### config.mk
export PLATFORM = sky130hd
export DESIGN_NAME = uart_tx
export DESIGN_NICKNAME = d
export VERILOG_FILES = /design/src/rtl/uart_tx.sv
export SDC_FILE = /design/constraint.sdc
export NUM_CORES = 1
export LEC_CHECK = 0
export BUFFER_PORTS_ARGS = -buffer_cell sky130_fd_sc_hd__buf_4
export CAP_MARGIN = 30
export CORE_MARGIN = 2
export CORE_UTILIZATION = 40
export DETAILED_ROUTE_END_ITERATION = 7
export PLACE_DENSITY = 0.68
export RECOVER_POWER = 50
export SLEW_MARGIN = 20
export SYNTH_ARGS = -nofsm -noshare
export SYNTH_HDL_FRONTEND = slang
export SYNTH_SLANG_ARGS = --single-unit
### constraint.sdc
create_clock -name clk -period 2.8 [get_ports clk]
set_clock_uncertainty 0.1 [all_clocks]
set_input_delay 0.14 -clock clk [delete_from_list [all_inputs] [get_ports clk]]
set_output_delay 0.14 -clock clk [all_outputs]
set_load 0.05 [all_outputs]
### src/rtl/uart_tx.sv
// UART transmitter: start bit, DATA_WIDTH data bits LSB first, optional parity, one stop bit.
// Define UART_TX_PARITY_EN to add the PAR_EN/PAR_TYP ports and the PARITY state.
module uart_tx #(
  parameter int DATA_WIDTH = 8
) (
  input  logic                  clk,
  input  logic                  rst,
  input  logic [DATA_WIDTH-1:0] P_DATA,
  input  logic                  DATA_VALID,
  input  logic [5:0]            prescale,
`ifdef UART_TX_PARITY_EN
  input  logic                  PAR_EN,
  input  logic                  PAR_TYP,
`endif
  output logic                  TX_OUT,
  output logic                  busy
);

  localparam int               IDX_W    = (DATA_WIDTH > 1) ? $clog2(DATA_WIDTH) : 1;
  localparam logic [IDX_W-1:0] LAST_IDX = IDX_W'(DATA_WIDTH - 1);

  typedef enum logic [2:0] {
    IDLE,
    START,
    DATA,
`ifdef UART_TX_PARITY_EN
    PARITY,
`endif
    STOP
  } state_t;

  state_t                  state;
  state_t                  next_state;
  logic [5:0]              bit_cnt;
  logic [5:0]              p_reg;
  logic [IDX_W-1:0]        idx;
  logic [DATA_WIDTH-1:0]   shift_reg;
  logic                    bit_last;
  logic                    data_last;
  logic                    data_step;
  logic                    tx_next;
  logic                    busy_next;
`ifdef UART_TX_PARITY_EN
  logic                    par_en_q;
  logic                    par_bit_q;
`endif

  assign bit_last  = (bit_cnt == p_reg - 6'd1);
  assign data_last = (idx == LAST_IDX);

  // NOTE: sequential state uses non-blocking assignments; combinational blocks use blocking.
  always_ff @(posedge clk) begin
    if (!rst) begin
      state  <= IDLE;
      TX_OUT <= 1'b1;
      busy   <= 1'b0;
    end else begin
      state  <= next_state;
      TX_OUT <= tx_next;
      busy   <= busy_next;
    end
  end

  always_comb begin
    // NOTE: assigning a default first means no path leaves next_state unassigned, so no latch.
    next_state = state;
    case (state)
      IDLE:  if (DATA_VALID) next_state = START;
      START: if (bit_last) next_state = DATA;
      DATA: begin
        if (bit_last && data_last) begin
`ifdef UART_TX_PARITY_EN
          next_state = par_en_q ? PARITY : STOP;
`else
          next_state = STOP;
`endif
        end
      end
`ifdef UART_TX_PARITY_EN
      PARITY: if (bit_last) next_state = STOP;
`endif
      STOP:  if (bit_last) next_state = IDLE;
      default: next_state = IDLE;
    endcase
  end

  // Outputs are computed from the upcoming state and registered, so the line never glitches.
  always_comb begin
    data_step = (next_state == DATA) && ((state != DATA) || bit_last);
    busy_next = (next_state != IDLE);
    tx_next   = TX_OUT;
    case (next_state)
      IDLE, STOP: tx_next = 1'b1;
      START:      tx_next = 1'b0;
      DATA:       if (data_step) tx_next = shift_reg[0];
`ifdef UART_TX_PARITY_EN
      PARITY:     tx_next = par_bit_q;
`endif
      default:    tx_next = 1'b1;
    endcase
  end

  // NOTE: the datapath is cleared by reset as well, so an aborted frame leaves nothing behind.
  always_ff @(posedge clk) begin
    if (!rst) begin
      bit_cnt   <= '0;
      p_reg     <= '0;
      idx       <= '0;
      shift_reg <= '0;
`ifdef UART_TX_PARITY_EN
      par_en_q  <= 1'b0;
      par_bit_q <= 1'b0;
`endif
    end else if (state == IDLE) begin
      bit_cnt <= '0;
      if (DATA_VALID) begin
        shift_reg <= P_DATA;
        p_reg     <= (prescale < 6'd2) ? 6'd2 : prescale;
        idx       <= '0;
`ifdef UART_TX_PARITY_EN
        par_en_q  <= PAR_EN;
        par_bit_q <= (^P_DATA) ^ PAR_TYP;
`endif
      end
    end else begin
      bit_cnt <= bit_last ? 6'd0 : bit_cnt + 6'd1;
      // Bit 0 always holds the next data bit to put on the line.
      if (data_step) shift_reg <= shift_reg >> 1;
      if (state == DATA && bit_last) idx <= idx + IDX_W'(1);
    end
  end

endmodule

==> flow_metrics.env <==
export IMPL_worst_setup_hold_path_clk_slew_ns=0.14
export IMPL_crit_path_start="p_reg[0]"
export IMPL_design_final_nets=209
export IMPL_synth_main_ff_cell="sky130_fd_sc_hd__dfxtp_1"
export IMPL_worst_endpoint_required_ns=2.93
export IMPL_worstPathMaxFanout=7
export IMPL_finalNonFillerCells=233
export IMPL_endpoint_type_of_the_worst_setup_path="flop"
export IMPL_detail_route_wirelength_mm=2.714
export IMPL_worst_skew_pair_late_latency_ns=0.32
export IMPL_tritoncts="yes"
export IMPL_rsz0062_at_grt="false"
export IMPL_route_detailed_drc=0
export IMPL_worst_r2r_setup_slack_ns=0.39
export IMPL_nFillCells=326
export IMPL_async_flop_share_pct=0
export IMPL_drv_slew=0
export IMPL_areaGrowthSynthToFinish_pct=16.90
export IMPL_global_route_usage_total_pct=14.37
export IMPL_final_seq_area_um2=560.5
export IMPL_total_leakage_power_nw=0.7427
export IMPL_cts_path_max_buffers=2
export IMPL_post_cts_resize_count=0
export IMPL_max_freq_ghz=0.4144
export IMPL_fp_dieH_um=64.08
export IMPL_synthesis_instances=168
export IMPL_setup_violations=0
export IMPL_core_rowCount=21
export IMPL_vdd_ir_drop_worst_mv=0.3710
export IMPL_dp_cells=223
export IMPL_path_class="flop to flop"
export IMPL_syn_nets=189
export IMPL_start_kind="flop"
export IMPL_p_per_area_nw_per_um2=477.9
export IMPL_timing_rr_start="p_reg[0]"
export IMPL_ant_nets=0
export IMPL_initial_utilization_pct=42.60
export IMPL_drt_vias_per_instance=5.112
export IMPL_n_antenna_cell=0
export IMPL_max_cap_viol_count=0
export IMPL_route_vias_total=1191
export IMPL_num_io_pins=19
export IMPL_grt_overflow_total=0
export IMPL_vias_in_the_first_global_route=1120
export IMPL_synthTopCellsByArea="sky130_fd_sc_hd__dfxtp_1 39%, sky130_fd_sc_hd__nand2_1 7.3%, sky130_fd_sc_hd__mux2i_1 6.9%"
export IMPL_cell_area_synth_um2=1444
export IMPL_post_synth_top_area_cell="sky130_fd_sc_hd__dfxtp_1"
export IMPL_finalCritPeriodShare_pct=86.18
export IMPL_clock_root_buffer="sky130_fd_sc_hd__clkbuf_4"
export IMPL_clock_sink_count=28
export IMPL_cts_hold_fix_buffers=6
export IMPL_worst_slew_pin_slew_ns=0.7597
export IMPL_hold_viol_final=0
export IMPL_slew_headroom_pct=49.07
export IMPL_cts_post_setup_buffers_inserted=0
export IMPL_yosys_area_top_type_share_pct=38.82
export IMPL_multi_input_comb_area_um2=814.5
export IMPL_max_reg_flops=8
export IMPL_dieArea_um2=4106
export IMPL_place_congestion=0.8259
export IMPL_core_region_area_um2=3390
export IMPL_layout_drive_gt1_share_pct=11.23
export IMPL_cts_buffers=3
export IMPL_antenna_found_initial=0
export IMPL_cpLargestDelayFamily="simple AND/OR/NAND/NOR gates"
export IMPL_slowest_delay_ns=0.43
export IMPL_grt_first_pass_wirelength_mm=4.733
export IMPL_crit_arrival_ns=2.55
export IMPL_cts_max_level=1
export IMPL_wl_per_cell_um=11.65
export IMPL_cp_cell_sequence="or3_1 -> or4_1 -> a22oi_1 -> and3_1 -> mux2i_1 -> a211o_1"
export IMPL_chipWidth_um=64.08
export IMPL_grt_max_degree=23
export IMPL_synth_warning_count=0
export IMPL_post_synthesis_sequential_element_count=28
export IMPL_period_minus_slack_ns=2.413
export IMPL_synth_cell_type_count=40
export IMPL_status="completed"
export IMPL_detail_route_first_pass_iterations=4
export IMPL_synth_enable_flop_cells=0
export IMPL_synth_area_per_cell_um2=8.595
export IMPL_crit_buf_inv=0
export IMPL_worst_hold_startpoint="DATA_VALID"
export IMPL_min_delay_worst_type="input pin to flop"
export IMPL_port_buffer_count=18
export IMPL_final_setup_tns_ns=0
export IMPL_ys_seq_area_share_pct=38.82
export IMPL_post_dp_hpwl_mm=2.035
export IMPL_drt_iter0_drc=55
export IMPL_worst_path_max_delay_cell="sky130_fd_sc_hd__or3_1"
[Yosys cell counts, drive strengths merged, types with 2 or more instances]
library cell,n
nor3,2
o21ai,6
buf,3
nand2b,6
nor2b,2
dfxtp,28
nor2,17
mux2i,10
o211a,7
a21boi,6
clkbuf,6
a21oi,2
nand3,4
inv,4
ha,4
o31ai,2
xor2,5
nand4,4
nand2,28
xnor2,6
[per-layer routing]
metal / global-route usage, % / part of all wire (%) / up-vias
li1: - / - / 616
met4: 2.989 / 1.1 / 0
met2: 24.22 / 50 / 26
met3: 4.049 / 4.3 / 4
met5: 0 / 0 / -
met1: 18.22 / 45 / 545
[cells by family (layout without fill, tap and decap cells)]
| family | Yosys count | count (layout) | share of synthesized area, % |
|---|---|---|---|
| other | 1 | 1 | 0.2597 |
| and+or+nand+nor | 70 | 70 | 23.22 |
| xor gates and xnor gates | 11 | 11 | 6.672 |
| adders and majority gates | 4 | 4 | 3.466 |
| buffers and inverters | 13 | 32 | 4.072 |
| AOI/OAI and AO/OA | 31 | 31 | 16.55 |
| muxes | 10 | 10 | 6.933 |
| DFF | 28 | 28 | 38.82 |
[cells in the final DEF (no fill, tap or decap), types with 2 or more instances in the layout]
cell	n
sky130_fd_sc_hd__mux2i_1	10
sky130_fd_sc_hd__clkbuf_4	3
sky130_fd_sc_hd__nand4_1	4
sky130_fd_sc_hd__o211a_1	7
sky130_fd_sc_hd__nand2b_1	6
sky130_fd_sc_hd__clkbuf_1	2
sky130_fd_sc_hd__xnor2_1	6
sky130_fd_sc_hd__dlygate4sd3_1	6
sky130_fd_sc_hd__o21ai_0	5
sky130_fd_sc_hd__nor2b_1	2
sky130_fd_sc_hd__buf_4	16
sky130_fd_sc_hd__xor2_1	5
sky130_fd_sc_hd__a21oi_1	2
sky130_fd_sc_hd__inv_1	4
sky130_fd_sc_hd__nand2_1	28
sky130_fd_sc_hd__dfxtp_1	28
sky130_fd_sc_hd__nand3_1	4
sky130_fd_sc_hd__a21boi_0	5
sky130_fd_sc_hd__nor2_1	17
sky130_fd_sc_hd__ha_1	4
sky130_fd_sc_hd__o31ai_1	2
[worst paths after layout]
check,to,cells after the start
min reg2reg,p_reg[5],2
max,TX_OUT,6
max reg2reg,TX_OUT,6
min,state[0],3
[per-stage QoR]
step	utilization (%)	cell area [um^2]	total power [mW]	hold WS (ns)	setup WS (ns)
3_5_place_dp	46.99	1593	0.5535	0.3061	0.4633
6_report	49.80	1688	0.8066	0.03827	0.3870
2_1_floorplan	-	1444	0.5175	0.1821	0.6101
3_3_place_gp	46.99	1593	0.5490	0.2939	0.5074
5_1_grt	49.80	1688	0.8478	0.01463	0.2169
4_1_cts	50.31	1705	0.8215	0.02364	0.4357
[power by group]
group / switching, mW / internal, mW / leakage, nW / total, mW
logic: 0.0581 / 0.0576 / 0.486 / 0.116
clock network: 0.115 / 0.145 / 0.0279 / 0.259
registers: 0.0155 / 0.416 / 0.229 / 0.431
total: 0.188 / 0.618 / 0.743 / 0.807
[final cells by class]
class | count | area share, %
well taps | 46 | 3.410
multi-input cells | 127 | 48.26
inverters | 4 | 0.8895
clock inverters | 1 | 1.779
clock buffers | 3 | 1.334
repair buffers | 24 | 11.12
flip-flops and latches | 28 | 33.21
[worst min-delay path, stage by stage]
cell	delay [ns]
sky130_fd_sc_hd__buf_4	0.13
sky130_fd_sc_hd__nand2_1	0.10
sky130_fd_sc_hd__a21boi_1	0.07
Power figures use the tool's default switching activity.
